<file path="src/rtl/iter_pp_multiplier.sv">
// Iterative unsigned multiplier: retires BITS_PER_CYCLE multiplier bits per cycle with
// valid/ready handshakes. Optional early termination via ITER_MULT_EARLY_TERM_EN.
module iter_pp_multiplier #(
  parameter int unsigned WIDTH          = 8,
  parameter int unsigned BITS_PER_CYCLE = 2
) (
  input  logic                 clk,
  input  logic                 rst,
  input  logic                 in_valid,
  output logic                 in_ready,
  input  logic [WIDTH-1:0]     a,
  input  logic [WIDTH-1:0]     b,
  output logic                 out_valid,
  input  logic                 out_ready,
  output logic [2*WIDTH-1:0]   p,
  output logic                 busy
);

  localparam int unsigned N  = WIDTH / BITS_PER_CYCLE;
  localparam int unsigned CW = $clog2(N) + 1;
  localparam int unsigned PW = 2 * WIDTH;

  typedef enum logic [1:0] {
    StIdle = 2'd0,
    StCalc = 2'd1,
    StDone = 2'd2
  } state_e;

  state_e            r_state;
  state_e            w_state_next;
  logic [PW-1:0]     r_mcand;
  logic [PW-1:0]     r_acc;
  logic [PW-1:0]     r_p;
  logic [WIDTH-1:0]  r_mplier;
  logic [CW-1:0]     r_cnt;

  logic [PW-1:0]     w_pp_sum;
  logic [PW-1:0]     w_acc_next;
  logic [PW-1:0]     w_mcand_next;
  logic [WIDTH-1:0]  w_mplier_next;
  logic [CW-1:0]     w_cnt_next;
  logic              w_last_step;
  logic              w_accept;
  logic              w_release;

  // AND-generated partial products for the low BITS_PER_CYCLE multiplier bits.
  always_comb begin
    w_pp_sum = '0;
    for (int unsigned i = 0; i < BITS_PER_CYCLE; i++) begin
      w_pp_sum = w_pp_sum + ((r_mcand << i) & {PW{r_mplier[i]}});
    end
  end

  always_comb begin
    w_acc_next    = r_acc + w_pp_sum;
    w_mcand_next  = r_mcand << BITS_PER_CYCLE;
    w_mplier_next = r_mplier >> BITS_PER_CYCLE;
    w_cnt_next    = r_cnt + CW'(1);
`ifdef ITER_MULT_EARLY_TERM_EN
    // Once the remaining multiplier bits are zero further steps would only add 0.
    w_last_step   = (r_cnt == CW'(N - 1)) || (w_mplier_next == '0);
`else
    w_last_step   = (r_cnt == CW'(N - 1));
`endif
  end

  assign in_ready  = (r_state == StIdle) && !rst;
  assign out_valid = (r_state == StDone);
  assign busy      = (r_state != StIdle);
  assign p         = r_p;

  assign w_accept  = in_valid && in_ready;
  assign w_release = out_valid && out_ready;

  always_comb begin
    w_state_next = r_state;
    unique case (r_state)
      StIdle: begin
        if (w_accept) begin
          w_state_next = StCalc;
        end
      end
      StCalc: begin
        if (w_last_step) begin
          w_state_next = StDone;
        end
      end
      StDone: begin
        if (w_release) begin
          w_state_next = StIdle;
        end
      end
      default: w_state_next = StIdle;
    endcase
  end

  always_ff @(posedge clk) begin
    if (rst) begin
      r_state <= StIdle;
    end else begin
      r_state <= w_state_next;
    end
  end

  // Datapath; reset abandons any in-flight operation and clears the held product.
  always_ff @(posedge clk) begin
    if (rst) begin
      r_mcand  <= '0;
      r_mplier <= '0;
      r_acc    <= '0;
      r_cnt    <= '0;
      r_p      <= '0;
    end else begin
      unique case (r_state)
        StIdle: begin
          if (w_accept) begin
            r_mcand  <= {{WIDTH{1'b0}}, a};
            r_mplier <= b;
            r_acc    <= '0;
            r_cnt    <= '0;
          end
        end
        StCalc: begin
          r_acc    <= w_acc_next;
          r_mcand  <= w_mcand_next;
          r_mplier <= w_mplier_next;
          r_cnt    <= w_cnt_next;
          if (w_last_step) begin
            r_p <= w_acc_next;
          end
        end
        default: begin
        end
      endcase
    end
  end

endmodule

</file>
<file path="config.mk">
export PLATFORM = sky130hd
export DESIGN_NAME = iter_pp_multiplier
export DESIGN_NICKNAME = d
export VERILOG_FILES = /design/src/rtl/iter_pp_multiplier.sv
export SDC_FILE = /design/constraint.sdc
export NUM_CORES = 1
export LEC_CHECK = 0
export BUFFER_PORTS_ARGS = -buffer_cell sky130_fd_sc_hd__buf_2
export CORE_MARGIN = 2
export CORE_UTILIZATION = 55
export DETAILED_ROUTE_END_ITERATION = 7
export GPL_ROUTABILITY_DRIVEN = 0
export HOLD_SLACK_MARGIN = 0.05
export PLACE_DENSITY = 0.75
export RECOVER_POWER = 50
export SLEW_MARGIN = 20
export SYNTH_ARGS = -nofsm -noshare
export SYNTH_HDL_FRONTEND = slang
export SYNTH_SLANG_ARGS = --single-unit
</file>
<file path="constraint.sdc">
create_clock -name clk -period 7.5 [get_ports clk]
set_input_delay 0.375 -clock clk [delete_from_list [all_inputs] [get_ports clk]]
set_output_delay 0.375 -clock clk [all_outputs]
set_load 0.01 [all_outputs]
</file>
* Yosys cells after proc, flatten, opt, wreduce, memory -nomap -nowiden
Index checks and enable logic that the tools add are counted.
Operators by class: mux-type cells 12, equality and inequality tests 6, reduce and logical (&&, ||, !) cells 10, bitwise operators 2, $add $sub $neg 3
Operators by type and width (count):
- $pmux W16 S2 | 2
- $add A16 B16 Y16 | 2
- $and A16 B16 Y16 | 2
- $mux W16 | 2
- $pmux W8 S2 | 1
- $mux W8 | 1
- $mux W2 | 3
- $pmux W2 S3 | 1
- $pmux W3 S2 | 1
- $ne A2 B2 Y1 const B | 2
- $reduce_and A2 Y1 | 2
- $reduce_bool A2 Y1 | 2
- $add A3 B1 Y3 const B | 1
- $eq A3 B2 Y1 const B | 1
- $logic_and A1 B1 Y1 | 3
- $mux W3 | 1
- $reduce_and A3 Y1 | 1
- $eq A2 B1 Y1 const B | 1
- $eq A2 B2 Y1 const B | 1
- $logic_not A2 Y1 | 1
- $ne A2 B1 Y1 const B | 1
- $logic_not A1 Y1 | 1
Storage, ports and cells: logic and storage cells 39, bits of input ports 20, output and inout bits 19, register bits after elaboration 61

* Longest topological paths before layout
depth in word-level cells 5, depth in mapped cells 11, mapped depth without buffers 10

* Worst setup path before layout
No wires, ideal clock.
kind register -> register, from register r_mplier[0], to register r_acc[13], data arrival time 3.056 ns, period minus slack after synthesis 3.174 ns, stages on the path, launching flop included 12, setup time 0.117 ns, setup slack 4.326 ns, path buffers 1, required time 7.383 ns, path through dfxtp_1 clkbuf_1 nand2_1 fa_1 inv_1 ha_1 fa_1 a21o_1 a221oi_4 nor3_1 or3_1 a32o_1
On the way: longest elaborated chain between the ends 4
Ends and longest elaborated chain:
- from (decl) | line 34 | logic [WIDTH-1:0] r_mplier;
- from (signal assigned) | line 126 | r_mplier <= w_mplier_next;
- $and A16 B16 Y16 | line 50 | w_pp_sum = w_pp_sum + ((r_mcand << i) & {PW{r_mplier[i]}});
- $add A16 B16 Y16 | line 50
- $add A16 B16 Y16 | line 55 | w_acc_next = r_acc + w_pp_sum;
- $pmux W16 S2 | line 114 | unique case (r_state)
- to (signal assigned) | line 124 | r_acc <= w_acc_next;
- to (decl) | line 32 | logic [PW-1:0] r_acc;
No other way between the ends. A chain may end at the register's enable or synchronous reset.

* Final worst setup path
from register r_mplier[0], to register r_acc[15]
Same word-level chain as after synthesis.

==> metrics.txt <==
status=finished, violations left; failing checks=capacitance limit, slew limit; pre-CTS setup slack=4.097 ns; HP Class=input pin to register; Synth Cell Area=3621 sq um; final hold viol count=0; cts hold-fix bufs=0; fmax=289.3 MHz; initial antenna violation count=0; final setup margin=4.043 ns; num ports=39; DIE HEIGHT=85.14 microns; Worst path max stage delay=0.57 ns; Crit. End Element=register; CTS tree=yes; Syn Nets=483; Post-Route WL=8276 microns; critical path, cell by cell=nand2_1, fa_1, inv_1, ha_1, fa_1, a21o_1, a221oi_4, o221ai_2, or4_1, a31oi_1; CTS Buf Count=9; CTS clk-pin slew, worst paths=0.07 ns; I/O Buffers=38; pwr/cell area=176.4 nW/um^2; Crit path top cell by count=fa_1; CTS sink count=61; Total Power=700.5 uW; vias=3120; count of unique library cells instantiated by Yosys=49; most used flip-flop cell after synthesis=dfxtp_1; post-synthesis sequential area ratio=33.72%; Fillers=554; vias in the first global route=2909; clk_skew=0.007853 ns; cells after synthesis=431; Iteration-0 DRC Markers=247; synthesis-to-finish area growth=9.675%; crit path max fanout=17; clock tree buffer depth=2; total track usage=24.15%; Final #Nets=505; CP arrival=3.69 ns; EDFF count, synth=0; critical path class=register to register; final setup vio count=0; relative slew slack=-57.84%; CP Launch Type=register; root buffer selected by CTS=clkbuf_8; P_leak=0.001647 uW; first-pass GRT wire length=14030 microns; DRC violations left=0; shortest period the worst path allows=3.457 ns; largest net degree at the start of global routing=54; WP data required=7.73 ns; CTS resizes=0; Hold Slack=0.2956 ns; Yosys warnings=0; post-CTS setup buffers=0; Tcrit/Tclk final=46.09%; via/cell ratio=5.865; unrepaired setup endpoints after global routing=false; num rows=29; fin. max-slew vios=54; clock latency on the worst-skew pair=0.34 ns; max_cap viols=1; Async SR Flop Fraction=0%; initial core utilization=57.02%; Pre-antenna DRT Iters=4; critical path's slowest cell=dfxtp_1; global route overflow=0; DP Wirelength=5807 microns; Die ar.=7249 sq um; layout cells sized above 1=8.791%; number of synthesized register bits=61; per-cell routed wire length=15.56 microns; Peak supply drop=0.0001153 V; setup TNS=0 ns; syn_area_per_cell=8.401 sq um; core area=6350 sq um; antenna viol nets, final=0; Worst Tran Pin Value=2.368 ns; ANT cells=0; H-tree Lvls=3; Die Wd=85.14 microns
## layer usage
layer	GRT usage, %	part of all wire [%]	vias up
met5	0	0	-
met4	8.225	1.7	0
met3	3.696	5.1	14
met2	35.58	43	98
met1	36.13	51	1445
li1	-	-	1563
## where the power goes
group,internal [uW],leakage (uW),total [uW],switching (uW)
logic,24.6,0.00105,70.5,45.9
registers,334,0.000495,345,10.8
clock network,165,0.0000971,285,120
total,524,0.00165,701,177
## through the flow
| step | cell area, sq um | std cells | util [%] |
|---|---|---|---|
| final | 3971 | 532 | 62.54 |
| after global routing | 3971 | 532 | 62.54 |
| after CTS | 4000 | 532 | 63.00 |
| after detailed placement | 3814 | 519 | 60.06 |
| after global placement | 3814 | 519 | 60.06 |
| after floorplan | 3621 | 431 | - |
## kinds of logic (layout without fill, tap and decap cells)
kind of cell             Yosys count  in the layout  synth area share (%)
AO/OA/AOI/OAI                    103            103                 19.21
XOR/XNOR                           9              9                 2.557
adder cells (fa/ha/maj)           32             32                 14.17
buffers and inverters             35             59                 3.697
flip-flops                        61             61                 33.72
multiplexers                       8              8                 2.246
AND/OR/NAND/NOR                  183            183                 24.40
## critical path, delay by kind of cell, from the launching register on
kind / cells / cell delay (ns)
buffers and inverters: 1 / 0.04
adder cells (fa/ha/maj): 3 / 1.17
AND/OR/NAND/NOR: 2 / 0.57
flip-flops: 1 / 0.57
AO/OA/AOI/OAI: 4 / 1.00
## area by class of cell
cell class / count / area [sq um] / share of cell area (%)
well taps: 77 / 96.34 / 2.426
inverters: 6 / 22.52 / 0.5671
multi-input cells: 335 / 2268 / 57.12
repair buffers: 40 / 176.4 / 4.442
flip-flops and latches: 61 / 1221 / 30.75
clock buffers: 11 / 151.4 / 3.812
clock inverters: 2 / 35.03 / 0.8822
## sequential cells by signal (all words and copies together) (netlist names)
signal and count:
r_acc 16, r_cnt 3, r_mplier 8, p 16, r_mcand 16, r_state 2
## placed cells by master, fill, tap and decap left out, types with 2 or more instances in the layout
cell	n
dfxtp_1	61
and3_2	2
nor3_1	17
or4_1	3
a22oi_1	18
xnor2_1	6
or3_1	7
fa_1	15
a21oi_1	27
clkbuf_8	11
o21a_1	4
a21o_1	6
a2111o_1	2
nor2b_1	3
o21bai_1	2
clkbuf_1	21
nand3_1	15
xor2_1	2
nor2_1	57
buf_2	18
nand4_1	7
nand2b_1	3
ha_1	17
o21ai_0	21
mux2i_1	7
o31ai_1	2
a211oi_1	3
a31oi_1	5
inv_1	6
nand2_1	35
and2_1	30
## synthesized netlist by cell type, types with 2 or more instances
cell type	count	area share [%]
buf_2	2	0.28
xor2_1	2	0.48
o21a_1	4	0.83
a21oi_1	27	3.7
dfxtp_1	61	34
nor3_1	17	2.3
a21o_1	6	1.2
a22oi_1	18	3.7
xnor2_1	6	1.5
inv_1	6	0.62
nor2_1	57	5.9
buf_1	2	0.21
nand3_1	15	2.1
o31ai_1	2	0.41
o21ai_0	21	2.9
a2111o_1	2	0.62
and3_2	2	0.41
nand2b_1	3	0.52
fa_1	15	8.3
nand4_1	7	1.2
mux2i_1	7	1.9
nor2b_1	4	0.69
or4_1	3	0.62
or3_1	7	1.2
ha_1	17	5.9
a211oi_1	3	0.62
a31oi_1	5	0.86
nand2_1	35	3.6
o21bai_1	2	0.41
clkbuf_1	25	2.6
and2_1	30	5.2
## worst paths after layout
kind                                                from                  endpoint  slack (ns)  depth (start not counted)
worst max register to register  r_mplier[0]$_SDFFE_PP0P_    r_acc[15]$_SDFFE_PP0P_        4.04                         10
worst min-delay path                                b[6]  r_mplier[6]$_SDFFE_PP0P_        0.30                          3
worst max-delay path            r_mplier[0]$_SDFFE_PP0P_    r_acc[15]$_SDFFE_PP0P_        4.04                         10
worst min register to register         p[3]$_SDFFE_PP0P_         p[3]$_SDFFE_PP0P_        0.45                          2
Power figures use the tool's default switching activity.
